[src/rtl/vec_mem_pkg.sv]
// Shared types and sizing helpers for the vector memory-stage sequencer.
package vec_mem_pkg;

  localparam int unsigned DEF_N = 32;
  localparam int unsigned DEF_V = 256;

  // Sizing at the default configuration
  localparam int unsigned BEATS       = DEF_V / DEF_N;
  localparam int unsigned BEAT_W      = (BEATS > 1) ? $clog2(BEATS) : 1;
  localparam int unsigned BYTE_STRIDE = DEF_N / 8;

  typedef enum logic [1:0] {
    IDLE  = 2'd0,
    BURST = 2'd1,
    DONE  = 2'd2
  } state_t;

  // Beat-index width for an arbitrary beat count (never zero bits wide)
  function automatic int unsigned beat_width(input int unsigned beats);
    return (beats > 1) ? $clog2(beats) : 1;
  endfunction

endpackage

[src/rtl/vec_lane_buffer.sv]
// V-bit register split into N-bit lanes: full parallel load, single-lane
// write, and clear. Used both as the store-data shadow and the load assembly
// buffer of vec_mem_sequencer.
module vec_lane_buffer
  import vec_mem_pkg::*;
#(
  parameter int unsigned N      = DEF_N,
  parameter int unsigned V      = DEF_V,
  parameter int unsigned LANE_W = beat_width(DEF_V / DEF_N)
) (
  input  logic              clk,
  input  logic              rst,
  input  logic              clr,
  input  logic              load,
  input  logic [V-1:0]      load_data,
  input  logic              wr,
  input  logic [LANE_W-1:0] lane,
  input  logic [N-1:0]      wdata,
  output logic [V-1:0]      q
);

  // Clear has priority over a full load, which has priority over a lane write
  always_ff @(posedge clk) begin
    if (rst || clr) begin
      q <= '0;
    end else if (load) begin
      q <= load_data;
    end else if (wr) begin
      q[lane*N +: N] <= wdata;
    end
  end

endmodule

[src/rtl/vec_mem_sequencer.sv]
// Memory-stage controller: scalar accesses pass straight to the N-bit memory
// port; vector accesses are serialised into V/N beats while the pipeline is
// stalled.
// Optional build macro: VEC_MEM_SEQ_TIMEOUT_EN adds a burst watchdog that
// aborts after TIMEOUT consecutive not-ready cycles and raises sticky err_o.
module vec_mem_sequencer
  import vec_mem_pkg::*;
#(
  parameter int unsigned N       = DEF_N,
  parameter int unsigned V       = DEF_V,
  parameter int unsigned TIMEOUT = 64
) (
  input  logic         clk,
  input  logic         rst,
  input  logic         vec_req_i,
  input  logic         vec_we_i,
  input  logic         scl_req_i,
  input  logic         scl_we_i,
  input  logic [N-1:0] addr_i,
  input  logic [N-1:0] wdata_s_i,
  input  logic [V-1:0] wdata_v_i,
  output logic         mem_req_o,
  output logic         mem_we_o,
  output logic [N-1:0] mem_addr_o,
  output logic [N-1:0] mem_wdata_o,
  input  logic         mem_ready_i,
  input  logic [N-1:0] mem_rdata_i,
  output logic [N-1:0] rdata_s_o,
  output logic [V-1:0] rdata_v_o,
  output logic         stall_o,
  output logic         done_o,
  output logic         err_o
);

  localparam int unsigned NBEATS = V / N;
  localparam int unsigned CNT_W  = beat_width(NBEATS);
  localparam int unsigned STRIDE = N / 8;
  localparam logic [CNT_W-1:0] LAST_BEAT = CNT_W'(NBEATS - 1);

  if ((V < N) || ((V % N) != 0) || ((N % 8) != 0) || (TIMEOUT == 0)) begin : g_bad_cfg
    $error("vec_mem_sequencer: V must be a non-zero multiple of N, N a multiple of 8, TIMEOUT > 0");
  end

  state_t           state, state_next;
  logic [CNT_W-1:0] beat;
  logic [N-1:0]     sh_addr;
  logic             sh_we;
  logic [V-1:0]     sh_wdata;
  logic             sh_load;
  logic             rd_wr;
  logic             beat_acc;
  logic             abort;

  assign rdata_s_o = mem_rdata_i;

  // Store-data shadow: captured once when a vector access enters, read lane by lane
  vec_lane_buffer #(
    .N      (N),
    .V      (V),
    .LANE_W (CNT_W)
  ) u_wr_shadow (
    .clk       (clk),
    .rst       (rst),
    .clr       (1'b0),
    .load      (sh_load),
    .load_data (wdata_v_i),
    .wr        (1'b0),
    .lane      (beat),
    .wdata     ('0),
    .q         (sh_wdata)
  );

  // Load assembly: each accepted load beat fills its lane; stores leave it untouched
  vec_lane_buffer #(
    .N      (N),
    .V      (V),
    .LANE_W (CNT_W)
  ) u_rd_assembly (
    .clk       (clk),
    .rst       (rst),
    .clr       (1'b0),
    .load      (1'b0),
    .load_data ('0),
    .wr        (rd_wr),
    .lane      (beat),
    .wdata     (mem_rdata_i),
    .q         (rdata_v_o)
  );

`ifdef VEC_MEM_SEQ_TIMEOUT_EN
  localparam int unsigned TO_W = $clog2(TIMEOUT + 1);

  logic [TO_W-1:0] to_cnt;
  logic            err;

  // Abort on the TIMEOUT-th consecutive stalled burst cycle
  assign abort = (state == BURST) && !mem_ready_i && (to_cnt == TO_W'(TIMEOUT - 1));
  assign err_o = err;

  // Watchdog: count consecutive not-ready burst cycles; error is sticky until reset
  always_ff @(posedge clk) begin
    if (rst) begin
      to_cnt <= '0;
      err    <= 1'b0;
    end else begin
      if ((state != BURST) || mem_ready_i) begin
        to_cnt <= '0;
      end else begin
        to_cnt <= to_cnt + 1'b1;
      end
      if (abort) begin
        err <= 1'b1;
      end
    end
  end
`else
  assign abort = 1'b0;
  assign err_o = 1'b0;
`endif

  // State, beat counter and address/direction shadow
  always_ff @(posedge clk) begin
    if (rst) begin
      state   <= IDLE;
      beat    <= '0;
      sh_addr <= '0;
      sh_we   <= 1'b0;
    end else begin
      state <= state_next;
      if (sh_load) begin
        sh_addr <= addr_i;
        sh_we   <= vec_we_i;
        beat    <= '0;
      end else if (beat_acc) begin
        beat <= (beat == LAST_BEAT) ? '0 : beat + 1'b1;
      end
    end
  end

  // Next state and memory-port / pipeline outputs; everything idles while rst is high
  always_comb begin
    state_next  = state;
    mem_req_o   = 1'b0;
    mem_we_o    = 1'b0;
    mem_addr_o  = '0;
    mem_wdata_o = '0;
    stall_o     = 1'b0;
    done_o      = 1'b0;
    sh_load     = 1'b0;
    rd_wr       = 1'b0;
    beat_acc    = 1'b0;
    if (!rst) begin
      case (state)
        IDLE: begin
          if (vec_req_i) begin
            sh_load    = 1'b1;
            stall_o    = 1'b1;
            state_next = BURST;
          end else if (scl_req_i) begin
            mem_req_o   = 1'b1;
            mem_we_o    = scl_we_i;
            mem_addr_o  = addr_i;
            mem_wdata_o = wdata_s_i;
            stall_o     = ~mem_ready_i;
          end
        end
        BURST: begin
          mem_req_o   = 1'b1;
          mem_we_o    = sh_we;
          mem_addr_o  = sh_addr + N'(beat) * N'(STRIDE);
          mem_wdata_o = sh_wdata[beat*N +: N];
          stall_o     = 1'b1;
          if (mem_ready_i) begin
            beat_acc = 1'b1;
            rd_wr    = ~sh_we;
            if (beat == LAST_BEAT) begin
              state_next = DONE;
            end
          end else if (abort) begin
            state_next = DONE;
          end
        end
        DONE: begin
          done_o     = 1'b1;
          state_next = IDLE;
        end
        default: begin
          state_next = IDLE;
        end
      endcase
    end
  end

endmodule
[config.mk]
export PLATFORM = sky130hd
export DESIGN_NAME = vec_mem_sequencer
export DESIGN_NICKNAME = d
export VERILOG_FILES = /design/src/rtl/vec_mem_pkg.sv /design/src/rtl/vec_lane_buffer.sv /design/src/rtl/vec_mem_sequencer.sv
export SDC_FILE = /design/constraint.sdc
export NUM_CORES = 1
export LEC_CHECK = 0
export ABC_AREA = 1
export BUFFER_PORTS_ARGS = -buffer_cell sky130_fd_sc_hd__buf_2
export CORE_AREA = 2 2 348 178
export DETAILED_ROUTE_END_ITERATION = 10
export DIE_AREA = 0 0 350 180
export GPL_TIMING_DRIVEN = 1
export SYNTH_ARGS = -nofsm -noshare
export SYNTH_HDL_FRONTEND = slang
export SYNTH_SLANG_ARGS = --single-unit
[constraint.sdc]
create_clock -name clk -period 3.5 [get_ports clk]
set_input_delay 0.7 -clock clk [delete_from_list [all_inputs] [get_ports clk]]
set_output_delay 0.7 -clock clk [all_outputs]
set_load 0.005 [all_outputs]
==> results.md <==
- Status: finished, final reports clean
- CTS root buf: clkbuf_16
- Yosys warns: 0
- Hold Slack: 0.340 ns
- Filler cells: 6175
- Synthesized area: 23700 um2
- Clock Latency Late Sink: 0.60 ns
- Combinational power share: 0.112
- Crit. End Element: primary output
- First-pass GRT wire length: 152000 um
- Pre-Repair DR Iteration Count: 5
- Syn nets: 3604
- Die Wd: 350 um
- Crit Path Class: flop to primary output
- Syn-to-layout area delta: 23.8%
- Worst-path maximum fanout: 4
- # port buffers: 714
- Tmin final: 3.34 ns
- Worst-Margin Slew: 1.19 ns
- 1st-iter DRT viols: 2703
- P_leak: 13.6 nW
- Post-synthesis cell type count: 35
- # nets final: 4145
- H-tree levels: 2
- Deepest clock path buffer count: 3
- Crit-path cells: ha_2 > inv_1 > fa_1 > inv_2 > nand3_1 > nand2_2 > nand2_1 > inv_2 > nand2_1 > nand2_1 > nand3_1 > a21oi_1 > buf_2
- Arr. time, crit path: 2.64 ns
- Post-route ant nets: 0
- # IOs: 716
- Placer Congestion: 1.01
- Initial antenna violation count: 18
- Die Span Y: 180 um
- Switching Share: 0.272
- TritonCTS clock tree: yes
- Multi-input gate area: 9560 um2
- Top FF cell, synth: dfxtp_1
- Max-slew headroom: 0.204
- Post-DP HPWL: 76100 um
- Req. time, crit path: 2.80 ns
- PwrDens: 473 nW/um2
- Sequential Power Share: 0.478
- CP Buf/Inv Count: 4
- Max-cap violations: 0
- Multiplexer share of the synthesized area: 0
- Power Internal: 0.0101 W
- Crit-path most repeated cell: nand2_1
- Worst-path clk slew: 0.07 ns
- Post-layout util: 0.488
- Fraction of registers with async set/reset: 0
- Cells after synthesis: 3237
- F_max: 299 MHz
- RSZ-0062 raised after global routing: false
- Clk network pwr share: 0.410
- Simple-Gate Fraction of Synth Area: 0.173
- Synthesized area per cell: 7.33 um2
- Die area: 63000 um2
- Cts hold-fix bufs: 0
- WL per Instance: 22.4 um
- # rows: 64
- Total Routing Usage GR: 0.320
- Setup ws final: 0.157 ns
- VDD IR max: 0.381 mV
- Dpl cells: 4547
- Total wire length: 105000 um
- Post-synth EDFFs: 0
- Clk sinks: 550
- Total core area: 60100 um2
- Final hold violations: 0
- Period utilization: 0.955
- Num CTS Buffers: 51
- Sequential share of the synthesized area: 0.464
- Layout cells sized above 1: 0.233
- Final std cells w/o fill: 4660
- Number of synthesized register bits: 550
- Setup TNS: 0 ns
- Largest net degree at the start of global routing: 228
- CP delay by family, top: simple AND/OR/NAND/NOR gates
- Vias in the first global route: 22247
- Register area: 11000 um2
- Switch Pwr: 0.00377 W
- Setup violators final: 0
- Main combinational cell family by area after synthesis: compound AO/OA/AOI/OAI gates
- Via density: 5.30
- Worst path slowest cell: fa_1
- Compound-Gate Fraction of Synth Area: 0.222
- Critical Path Max Stage Delay: 0.38 ns
- DRC Markers: 0
- Min-delay worst type: primary input to flop
- Final Max Slew Viols: 0
- Adder-Cell Fraction of Synth Area: 0.00454
- DR vias: 24715
- Grt total ovfl: 0
- Initial core utilization: 0.394
- Kind of start point of the critical path: flop
- Worst Clk Skew: 0.0247 ns
- Synth Area in XOR/XNOR: 0
- Place WS: 0.287 ns
-- flip-flops by register name, indices dropped and copies added, names as in the netlist --
name and cells:
sh_we 1, beat 3, state 2, sh_addr 32
u_rd_assembly.q 256, u_wr_shadow.q 256
-- power groups by stage --
stage / combinational, W / clock (W) / sequential [W]
final: 0.00155 / 0.00569 / 0.00663
after global routing: 0.00168 / 0.00602 / 0.00666
after CTS: 0.00151 / 0.00575 / 0.00663
after detailed placement: 0.00150 / 0 / 0.00677
after global placement: 0.00151 / 0 / 0.00677
after floorplan: 0.000828 / 0 / 0.00674
-- layer usage --
metal | up-vias | global-route usage | wire (um) | share of wire
met5 | - | 0 | 26 | 0.00025
met4 | 4 | 0.0590 | 1720 | 0.016
met3 | 117 | 0.108 | 12500 | 0.12
met2 | 1131 | 0.409 | 39600 | 0.38
met1 | 11670 | 0.505 | 50700 | 0.48
li1 | 11793 | - | - | -
-- stage by stage --
| step | power (W) | area, um2 |
|---|---|---|
| floorplan | 0.00757 | 23700 |
| finish | 0.0139 | 29400 |
| detailed placement | 0.00827 | 27600 |
| global route | 0.0144 | 29300 |
| global placement | 0.00827 | 27600 |
| CTS | 0.0139 | 29300 |
-- final cells by class --
cell class	count	share of cell area
Sequential cell	550	0.375
Multi-Input combinational cell	1896	0.326
Timing Repair Buffer	763	0.140
Inverter	516	0.0664
Clock buffer	76	0.0515
Tap cell	825	0.0352
Clock inverter	17	0.00482
Antenna cell	17	0.00145
-- path summary, 6_finish.rpt --
path,cells past startpoint,from,slack (ns),endpoint
setup / recovery,13,beat[0]$_SDFFE_PP0P_,0.16,mem_addr_o[26]
hold / removal,3,wdata_v_i[196],0.34,u_wr_shadow.q[196]$_SDFFE_PP0P_
hold reg to reg,2,u_rd_assembly.q[118]$_SDFFE_PP0P_,0.47,u_rd_assembly.q[118]$_SDFFE_PP0P_
setup reg to reg,11,beat[0]$_SDFFE_PP0P_,0.56,u_rd_assembly.q[75]$_SDFFE_PP0P_
-- tightest hold or removal path, stage by stage --
cell and delay (ns):
buf_2 0.09, inv_1 0.03, o21ai_0 0.07
-- synthesized netlist by cell type, types with 32 or more instances --
| library cell | number | share of area |
|---|---|---|
| o211ai_1 | 32 | 0.010 |
| nand2_1 | 229 | 0.036 |
| nor2_1 | 248 | 0.039 |
| o22ai_1 | 156 | 0.041 |
| buf_2 | 67 | 0.014 |
| nand3_1 | 342 | 0.072 |
| nor3_1 | 64 | 0.014 |
| o21ai_0 | 389 | 0.082 |
| clkbuf_1 | 138 | 0.022 |
| dfxtp_1 | 550 | 0.46 |
| inv_1 | 505 | 0.080 |
| buf_4 | 42 | 0.013 |
| a21oi_1 | 348 | 0.073 |
-- layout by cell type (no fill, tap or decap), types with 3 or more instances in the layout --
cell and n:
ha_1 6, nand2_4 3, nand3b_1 5, o21ai_1 15, nor2_1 244, nand2_2 5, o211ai_1 32, nor2_4 9
buf_2 713, nand4_1 4, nor3_1 64, inv_1 503, nand3_1 341, o211a_1 5, buf_12 9, buf_4 37
clkinvlp_4 3, nor2_2 3, nand2_1 225, a211oi_1 23, clkbuf_1 12, a21oi_1 346, o21ai_0 389, dfxtp_1 547
inv_2 10, clkinv_2 9, o21a_1 5, a22oi_1 4, diode_2 17, o22ai_1 156, clkbuf_8 12, clkbuf_16 53
-- repair_timing --
item / in CTS / in global routing
pin swaps: 1 / 1
setup buffers: 2 / 0
setup endpoints to repair: 9 / 14
gates resized for setup: 6 / 8
cloned: 0 / 1
-- kinds of logic (layout without fill, tap and decap cells) --
family                   count (synthesis)  after routing
AND/OR/NAND/NOR                        910            910
AO/OA/AOI/OAI                          977            977
buffers and inverters                  791           1372
flip-flops                             550            550
other                                    1             18
adder cells (fa/ha/maj)                  8              8
Note: power is estimated with default switching activity, not from simulation.
